===== config.mk =====
export PLATFORM = sky130hd
export DESIGN_NAME = intersection_phase_scheduler_flat
export DESIGN_NICKNAME = d
export VERILOG_FILES = /design/src/rtl/intersection_phase_scheduler_pkg.sv /design/src/rtl/intersection_phase_scheduler_if.sv /design/src/rtl/intersection_phase_scheduler_phase_timer.sv /design/src/rtl/intersection_phase_scheduler.sv /design/src/flat_wrapper.sv
export SDC_FILE = /design/constraint.sdc
export NUM_CORES = 1
export LEC_CHECK = 0
export CORE_MARGIN = 1.5
export CORE_UTILIZATION = 54
export DETAILED_ROUTE_END_ITERATION = 8
export MAX_ROUTING_LAYER = met4
export PLACE_DENSITY = 0.82
export SKIP_CTS_REPAIR_TIMING = 1
export SLEW_MARGIN = 20
export SYNTH_ARGS = -nofsm -noshare
export SYNTH_HDL_FRONTEND = slang
export SYNTH_HIERARCHICAL = 1
export SYNTH_SLANG_ARGS = --single-unit

===== constraint.sdc =====
create_clock -name clk -period 8.8 [get_ports clk]
set_clock_uncertainty 0.15 [all_clocks]
set_input_delay 0.88 -clock clk [delete_from_list [all_inputs] [get_ports clk]]
set_output_delay 0.88 -clock clk [all_outputs]
set_load 0.1 [all_outputs]

===== src/rtl/intersection_phase_scheduler_pkg.sv =====
// Shared types and default timing for the intersection phase scheduler.
// Package name: traffic_pkg. Optional feature macro: PED_WALK_EN (adds the
// pedestrian walk phase).
package traffic_pkg;

    // Width of the per-phase tick counter
    localparam int CNT_W = 6;

    // Default phase timings, in ticks
    localparam int unsigned DEF_MAX_GREEN = 15;
    localparam int unsigned DEF_MIN_GREEN = 4;
    localparam int unsigned DEF_YELLOW_T  = 1;
    localparam int unsigned DEF_ALLRED_T  = 1;
    localparam int unsigned DEF_WALK_T    = 4;

`ifdef PED_WALK_EN
    typedef enum logic [2:0] {
        NS_GREEN, NS_YELLOW, AR1, EW_GREEN, EW_YELLOW, AR2, PED_WALK
    } state_e;
`else
    typedef enum logic [2:0] {
        NS_GREEN, NS_YELLOW, AR1, EW_GREEN, EW_YELLOW, AR2
    } state_e;
`endif

endpackage


===== src/rtl/intersection_phase_scheduler_if.sv =====
// Sensor inputs and lamp outputs of the intersection phase scheduler.
// The master side (controller/bench) drives sensors; the slave side drives lamps.
interface intersection_phase_scheduler_if;

    logic tick;
    logic ns_req;
    logic ew_req;
    logic ped_req;
    logic ns_green;
    logic ns_yellow;
    logic ns_red;
    logic ew_green;
    logic ew_yellow;
    logic ew_red;
    logic walk;
    logic ped_ack;

    modport master (
        output tick, ns_req, ew_req, ped_req,
        input  ns_green, ns_yellow, ns_red, ew_green, ew_yellow, ew_red, walk, ped_ack
    );

    modport slave (
        input  tick, ns_req, ew_req, ped_req,
        output ns_green, ns_yellow, ns_red, ew_green, ew_yellow, ew_red, walk, ped_ack
    );

endinterface


===== src/rtl/intersection_phase_scheduler_phase_timer.sv =====
// Per-phase tick counter: cleared on a phase change, counts ticks otherwise and
// saturates instead of wrapping. done marks the tick that completes dur ticks.
module phase_timer
    import traffic_pkg::*;
(
    input  logic             clk,
    input  logic             reset,
    input  logic             tick,
    input  logic             clear,
    input  logic [CNT_W-1:0] dur,
    output logic [CNT_W-1:0] cnt,
    output logic             done
);

    logic [CNT_W-1:0] cnt_q, cnt_d;

    // Next count: clear has priority over tick; hold at all-ones
    always_comb begin
        cnt_d = cnt_q;
        if (clear) begin
            cnt_d = '0;
        end else if (tick && (cnt_q != '1)) begin
            cnt_d = cnt_q + CNT_W'(1);
        end
    end

    // Count register with synchronous reset
    always_ff @(posedge clk) begin
        if (reset) begin
            cnt_q <= '0;
        end else begin
            cnt_q <= cnt_d;
        end
    end

    assign cnt  = cnt_q;
    assign done = tick && (cnt_q == dur - CNT_W'(1));

endmodule


===== src/rtl/intersection_phase_scheduler.sv =====
// Two-approach traffic phase scheduler with actuated gap-out on greens.
// Optional macro PED_WALK_EN inserts an all-red pedestrian walk phase after
// AR1/AR2 when a pedestrian request is pending.
module intersection_phase_scheduler
    import traffic_pkg::*;
#(
    parameter int unsigned MAX_GREEN = DEF_MAX_GREEN,
    parameter int unsigned MIN_GREEN = DEF_MIN_GREEN,
    parameter int unsigned YELLOW_T  = DEF_YELLOW_T,
    parameter int unsigned ALLRED_T  = DEF_ALLRED_T,
    parameter int unsigned WALK_T    = DEF_WALK_T
) (
    input logic                            clk,
    input logic                            reset,
    intersection_phase_scheduler_if.slave  bus
);

    state_e           state_q, state_d;
    logic [CNT_W-1:0] cnt, dur;
    logic             done, clear, gap_out;

    assign clear = (state_d != state_q);

    phase_timer u_timer (
        .clk   (clk),
        .reset (reset),
        .tick  (bus.tick),
        .clear (clear),
        .dur   (dur),
        .cnt   (cnt),
        .done  (done)
    );

    // Duration of the current phase; greens use it as the max-out point
    always_comb begin
        dur = CNT_W'(MAX_GREEN);
        unique case (state_q)
            NS_YELLOW, EW_YELLOW: dur = CNT_W'(YELLOW_T);
            AR1, AR2:             dur = CNT_W'(ALLRED_T);
`ifdef PED_WALK_EN
            PED_WALK:             dur = CNT_W'(WALK_T);
`endif
            default:              dur = CNT_W'(MAX_GREEN);
        endcase
    end

    // Gap-out is allowed once the minimum green has been served
    assign gap_out = bus.tick && (cnt >= CNT_W'(MIN_GREEN - 1));

`ifdef PED_WALK_EN
    logic ped_pend_q, ped_pend_d;
    logic ped_to_ew_q, ped_to_ew_d;
    logic ped_ack_q, ped_ack_d;
`endif

    // Next-state logic
    always_comb begin
        state_d = state_q;
`ifdef PED_WALK_EN
        ped_pend_d  = ped_pend_q | bus.ped_req;
        ped_to_ew_d = ped_to_ew_q;
`endif
        unique case (state_q)
            NS_GREEN:
                if (done || (gap_out && !bus.ns_req && bus.ew_req)) state_d = NS_YELLOW;
            NS_YELLOW:
                if (done) state_d = AR1;
            AR1:
                if (done) state_d = EW_GREEN;
            EW_GREEN:
                if (done || (gap_out && !bus.ew_req && bus.ns_req)) state_d = EW_YELLOW;
            EW_YELLOW:
                if (done) state_d = AR2;
            AR2:
                if (done) state_d = NS_GREEN;
`ifdef PED_WALK_EN
            PED_WALK:
                if (done) state_d = ped_to_ew_q ? EW_GREEN : NS_GREEN;
`endif
            default: state_d = NS_GREEN;
        endcase
`ifdef PED_WALK_EN
        // Divert an all-red exit into the walk, remembering the green to resume
        if (done && ped_pend_q && (state_q == AR1 || state_q == AR2)) begin
            ped_to_ew_d = (state_q == AR1);
            state_d     = PED_WALK;
            // A request arriving on the acknowledge cycle stays pending
            ped_pend_d  = bus.ped_req;
        end
        ped_ack_d = (state_d == PED_WALK) && (state_q != PED_WALK);
`endif
    end

    // State registers
    always_ff @(posedge clk) begin
        if (reset) begin
            state_q <= NS_GREEN;
`ifdef PED_WALK_EN
            ped_pend_q  <= 1'b0;
            ped_to_ew_q <= 1'b0;
            ped_ack_q   <= 1'b0;
`endif
        end else begin
            state_q <= state_d;
`ifdef PED_WALK_EN
            ped_pend_q  <= ped_pend_d;
            ped_to_ew_q <= ped_to_ew_d;
            ped_ack_q   <= ped_ack_d;
`endif
        end
    end

    // Lamp decode from state only
    always_comb begin
        bus.ns_green  = (state_q == NS_GREEN);
        bus.ns_yellow = (state_q == NS_YELLOW);
        bus.ns_red    = !(state_q == NS_GREEN || state_q == NS_YELLOW);
        bus.ew_green  = (state_q == EW_GREEN);
        bus.ew_yellow = (state_q == EW_YELLOW);
        bus.ew_red    = !(state_q == EW_GREEN || state_q == EW_YELLOW);
`ifdef PED_WALK_EN
        bus.walk      = (state_q == PED_WALK);
        bus.ped_ack   = ped_ack_q;
`else
        bus.walk      = 1'b0;
        bus.ped_ack   = 1'b0;
`endif
    end

endmodule

===== src/flat_wrapper.sv =====
// flat-port wrapper written by rule: the top's interface ports become plain ports
module intersection_phase_scheduler_flat import traffic_pkg::*;
#(
    parameter int unsigned MAX_GREEN = DEF_MAX_GREEN,
    parameter int unsigned MIN_GREEN = DEF_MIN_GREEN,
    parameter int unsigned YELLOW_T  = DEF_YELLOW_T,
    parameter int unsigned ALLRED_T  = DEF_ALLRED_T,
    parameter int unsigned WALK_T    = DEF_WALK_T
)
  (clk, reset, bus_tick, bus_ns_req, bus_ew_req, bus_ped_req, bus_ns_green, bus_ns_yellow, bus_ns_red, bus_ew_green, bus_ew_yellow, bus_ew_red, bus_walk, bus_ped_ack);
  intersection_phase_scheduler_if bus_i ();
  input logic clk;
  input logic reset;
  input wire logic [$bits(bus_i.tick)-1:0] bus_tick;
  input wire logic [$bits(bus_i.ns_req)-1:0] bus_ns_req;
  input wire logic [$bits(bus_i.ew_req)-1:0] bus_ew_req;
  input wire logic [$bits(bus_i.ped_req)-1:0] bus_ped_req;
  output wire logic [$bits(bus_i.ns_green)-1:0] bus_ns_green;
  output wire logic [$bits(bus_i.ns_yellow)-1:0] bus_ns_yellow;
  output wire logic [$bits(bus_i.ns_red)-1:0] bus_ns_red;
  output wire logic [$bits(bus_i.ew_green)-1:0] bus_ew_green;
  output wire logic [$bits(bus_i.ew_yellow)-1:0] bus_ew_yellow;
  output wire logic [$bits(bus_i.ew_red)-1:0] bus_ew_red;
  output wire logic [$bits(bus_i.walk)-1:0] bus_walk;
  output wire logic [$bits(bus_i.ped_ack)-1:0] bus_ped_ack;
  assign bus_i.tick = bus_tick;
  assign bus_i.ns_req = bus_ns_req;
  assign bus_i.ew_req = bus_ew_req;
  assign bus_i.ped_req = bus_ped_req;
  assign bus_ns_green = bus_i.ns_green;
  assign bus_ns_yellow = bus_i.ns_yellow;
  assign bus_ns_red = bus_i.ns_red;
  assign bus_ew_green = bus_i.ew_green;
  assign bus_ew_yellow = bus_i.ew_yellow;
  assign bus_ew_red = bus_i.ew_red;
  assign bus_walk = bus_i.walk;
  assign bus_ped_ack = bus_i.ped_ack;
  intersection_phase_scheduler #(.MAX_GREEN(MAX_GREEN), .MIN_GREEN(MIN_GREEN), .YELLOW_T(YELLOW_T), .ALLRED_T(ALLRED_T), .WALK_T(WALK_T)) u_core (.clk(clk), .reset(reset), .bus(bus_i));
endmodule

# Word level (Yosys, flattened, before mapping)
# Index checks and enable logic that the tools add are counted.
# classes
magnitude_cmp	1
n_reduce_logical	18
add_sub_neg	2
n_mux	8
eq_ne	8
# op_table
op	count
3-bit 2-to-1 mux	6
3-bit case mux with 6 select lines	1
1-bit logical AND	7
6-bit by 1-bit adder with 6-bit output, second input constant	1
3-bit by 2-bit == test with 1-bit output, second input constant	2
3-bit == test, second input constant	2
6-bit == test	1
6-bit by 2-bit >= comparator with 1-bit output, second input constant	1
6-bit inequality test, second input constant	1
6-bit by 1-bit subtractor with 6-bit output, second input constant	1
1-bit logical NOT	4
1-bit logical OR	4
4-bit 2-to-1 mux	1
4-bit OR reduction	1
3-bit by 1-bit == test with 1-bit output, second input constant	1
3-bit logical NOT	1
3-bit inequality test	1
2-bit OR reduction	1
# word_totals
out_inout_bits	8
inputBits	6
register_bits	9

# Logic depth before layout (Yosys ltp)
# depth
depth_word	11
ltp_mapped	14

# Modules after synthesis
# The synthesis kept the hierarchy.
# modules_own_cells
module	seq_area_each_um2	area_per_inst_um2	cells_each	n_inst
phase_timer	120.1	440.4	53	1
intersection_phase_scheduler	60.1	300.3	44	1

# Worst setup path after synthesis
# OpenSTA, ideal clock, no wires.
# synth_timing
path_kind	flip-flop to output port
from	register u_core.state_q[0]
to	output port bus_ew_red
path_slack_ns	4.996
path_buffers	1
required_ns	7.770
stages_incl_launch_ff	5
t_arrival_ns	2.774
path_cell_list	dfxtp_1 -> buf_2 -> nand2_1 -> nor2_1 -> nor2_1
# synth_between
elab_chain_len	3
word_cells_on_any_way	4
# synth_lines
item	line_no	source
start, declared	intersection_phase_scheduler.sv:18	state_e state_q, state_d;
start signal, assigned	intersection_phase_scheduler.sv:104	state_q <= state_d;
3-bit by 2-bit == test with 1-bit output	-	
named net bus_ew_green	flat_wrapper.sv:21	output wire logic [$bits(bus_i.ew_green)-1:0] bus_ew_green;
1-bit logical OR	intersection_phase_scheduler.sv:120	bus.ew_red = !(state_q == EW_GREEN || state_q == EW_YELLOW);
1-bit logical NOT	intersection_phase_scheduler.sv:120	
end, declared	flat_wrapper.sv:23	output wire logic [$bits(bus_i.ew_red)-1:0] bus_ew_red;
# The timed path passes the listed nets, and every way through them passes these cells.

# Worst setup path in the final report
# layout_timing
from	register u_core.state_q[0]
to	output port bus_ew_red
# layout_between
elab_chain_len	3
word_cells_on_any_way	4
# layout_lines
item	line_no
3-bit by 2-bit == test with 1-bit output / 3-bit == test (equally long branches)	intersection_phase_scheduler.sv:120
1-bit logical OR (*)	intersection_phase_scheduler.sv:120
1-bit logical NOT (*)	intersection_phase_scheduler.sv:120
# Mark *: on every way between the ends. The rest lies on a longest branch, timed or not.

==> impl_summary.md <==
Worst setup path
Among all stages on the critical path, the largest delay is contributed by clkdlybuf4s50_1. Of all nets on the critical path, the largest fanout is 10. The required time reported for the critical path endpoint is 7770 ps.

The endpoint type of the worst setup path is an output port. Data on the critical path arrives at its endpoint at 2240 ps. The most frequent cell on the critical path is nor2_1. The largest stage delay on the critical path is 1130 ps. STA classifies the critical path startpoint as a register. The class of the most critical setup path is register to output port. Traced cell by cell, the critical path runs through nor2_1, and2_1, nor2_1, clkdlybuf4s50_1.

Logic synthesis
In this run, synthesis produced a sequential element count of 9. The Yosys step of the flow raised 6 warnings. The post-synthesis sequential area ratio is 24.32%. Among all cell types in the netlist, the one instantiated most often is nor2_1. The share of synthesized area in the top cell type comes to 24.32%. dfxtp_1 takes more of the synthesized area than any other cell. By area the synthesized netlist is led by dfxtp_1 24%, xor2_1 9.5%, nor2_1 6.6%.

The number of different library cells used by synthesis comes to 35. The cell area that synthesis handed to floorplanning was 740.7 sq um. Dividing the synthesized area by the synthesized cell count gives 7.636 sq um. In the synthesized netlist the dominant register cell turns out to be dfxtp_1. After synthesis, the most frequently instantiated cells are 13 x nor2_1, 9 x dfxtp_1, 8 x xor2_1, 6 x a21oi_1, 6 x nand2_1. The synthesized instance count is 97.

The proportion of synthesized flip-flops having asynchronous set or reset is 0%. The number of flops mapped to enable cells by yosys is 0.

Floorplan
The die is 40.04 um tall. The total number of placement rows is 13. The starting utilization of the core area is 57.64%. The floorplan die width is 40.04 um.

The area of the core region is 1285 sq um. The die covers 1603 sq um. In this run the count of I/O pins placed on the die edge is 14.

Routing
The DRC violation count after routing is 0. The total wirelength of the detailed-routed design is 1.423 mm. Dividing the detail-routed wire length by the instance count gives 11.12 um. The detailed-routing iteration count for the pre-antenna-repair pass is 4. The DRC violation total after the first TritonRoute iteration is 15. After detailed routing, the number of vias per cell comes to 5.445. The number of nets still failing antenna checks after routing is 0. Detailed routing inserted a total of 697 vias.

STA
The count of final max-slew check failures is 0. Setup repair after global routing left no endpoint under its margin. The shortest period the worst path allows is 3267 ps. The maximum frequency from static timing analysis is 306.1 MHz. At the pin with the least slew margin, the transition time is 971.5 ps. For the final routed database, the setup TNS stands at 0 ps. Hold is met by 453.9 ps. After layout, the worst path uses 37.13% of the clock period. The setup slack after layout is 5533 ps.

The total setup violations reported at the end of the flow is 0. The final count of hold timing violations was 0. The headroom to the max-slew limit is 35.03%.

Power
IR analysis of the VDD net gives a maximum drop of 0.00008142 V. The standby leakage power is 0.0003437 uW. The switching power is 25.27 uW. Dividing total power by cell area gives a power density of 102.6 nW/um^2.

The switching portion of total power is 28.09%. Cell internal power was estimated by the tool at 64.68 uW. The sequential share of power is 48.6%. Per report_power, the combinational group accounts for 16.4% of the total.

Per report_power, the clock group accounts for 35.0% of the total.

CTS
The total clock sinks is 9. The number of buffers on the longest clock path is 2. TritonCTS built the clock tree. The clock slew seen by the registers of the worst setup and hold paths is 60 ps. The number of buffers added by the clock tree synthesis step is 3.

The total number of H-tree levels is 1. The clock latency at the later pin of the worst-skew pair is 260 ps. The cell at the root of the clock tree is clkbuf_4.

Placement
The post-DP HPWL is 1.083 mm. In this run the tool buffered the top-level ports with 10 buffer cells. Routability-driven placement finished with a final weighted congestion of 0.7959. The pre-CTS setup slack is 5526 ps.

Job
The max-capacitance violation count is 0.

Worst hold path
The path class of the lowest-slack min-delay path is register to register.

GRT
The overall routing resource usage is 21.62%. Summed over all layers, the global routing overflow is 0. Entering global routing, the biggest net connects 12 pins. The global-route wire length before repair is 2.228 mm. The number of global-route vias before repair was 529.

The number of antenna violations at the first check in global routing is 0.

Final layout
The layout-stage area growth over the synthesis result is 18.41%. The count of nets after finishing is 122. 0 antenna diodes ended up in the layout. Cells with a size suffix above 1 make up 7.965% of the layout.

Status
The flow ran to the end, and the final reports show no timing, DRC or antenna violations.
per-stage QoR:
step	utilization [%]	power (uW)	cells	instance area [sq um]
2_1_floorplan	-	55.87	104	767.0
3_3_place_gp	66.21	58.74	124	850.8
3_5_place_dp	66.21	58.98	124	850.8
4_1_cts	68.26	91.00	128	877.1
5_1_grt	68.26	95.55	128	877.1
6_report	68.26	89.95	128	877.1
flip-flops by register name, indices dropped and copies added (netlist names):
register	flops
u_core/state_q	3
u_core/u_timer/cnt	6
logic make-up (layout without fill, tap and decap cells):
group / Yosys count / after routing / share of synthesized area [%]
AOI/OAI and AO/OA: 21 / 21 / 19.26
muxes: 1 / 1 / 1.351
buffers and inverters: 10 / 19 / 7.262
DFF: 9 / 9 / 24.32
and+or+nand+nor: 41 / 41 / 30.40
xor gates and xnor gates: 11 / 11 / 13.01
adders and majority gates: 2 / 2 / 3.378
other: 2 / 9 / 1.014
power groups by stage:
| stage | logic [uW] | registers, uW | clock network (uW) |
|---|---|---|---|
| after floorplan | 11.8 | 44.0 | 0 |
| after global placement | 14.2 | 44.6 | 0 |
| after detailed placement | 14.4 | 44.6 | 0 |
| after CTS | 14.7 | 43.7 | 32.6 |
| after global routing | 16.3 | 43.9 | 35.3 |
| final | 14.7 | 43.7 | 31.5 |
layout by cell type (no fill, tap or decap), types with 3 or more instances in the layout:
cell and count:
nor2_1 13, clkdlybuf4s50_1 10, conb_1 9, dfxtp_1 9
xor2_1 8, nand2_1 6, a21oi_1 6, inv_1 5
nor3_1 5, o21ai_0 4, clkbuf_4 3, nand3b_1 3
nand4_1 3, xnor2_1 3
cell type report:
class                      instances  area, sq um
clock buffer                       4        26.28
fill                             117        407.9
inverter                           5        18.77
multi-input combinational         85        533.0
sequential                         9        180.2
tap                               15        18.77
timing repair buffer              10        100.1
layer usage:
metal  wire (um)  GRT usage (%)
met2         692          32.26
met4          22          12.93
met1         664          27.18
met3          43          3.333
met5           0              -
critical path, delay by kind of cell, from the launching register on:
kind,cells,cell delay [ps]
and+or+nand+nor,3,360
DFF,1,480
buffers and inverters,1,1130
path summary, 6_finish.rpt:
path,start,to,slack (ps),cells past startpoint
worst max-delay path,u_core/state_q[0]$_SDFF_PP0_,bus_ew_red,5530,4
worst min-delay path,u_core/state_q[2]$_SDFF_PP0_,u_core/state_q[2]$_SDFF_PP0_,450,2
worst max register to register,u_core/state_q[2]$_SDFF_PP0_,u_core/u_timer/cnt[1]$_SDFFE_PP0P_,5550,11
worst min register to register,u_core/state_q[2]$_SDFF_PP0_,u_core/state_q[2]$_SDFF_PP0_,450,2
(Power assumes the default switching activity.)
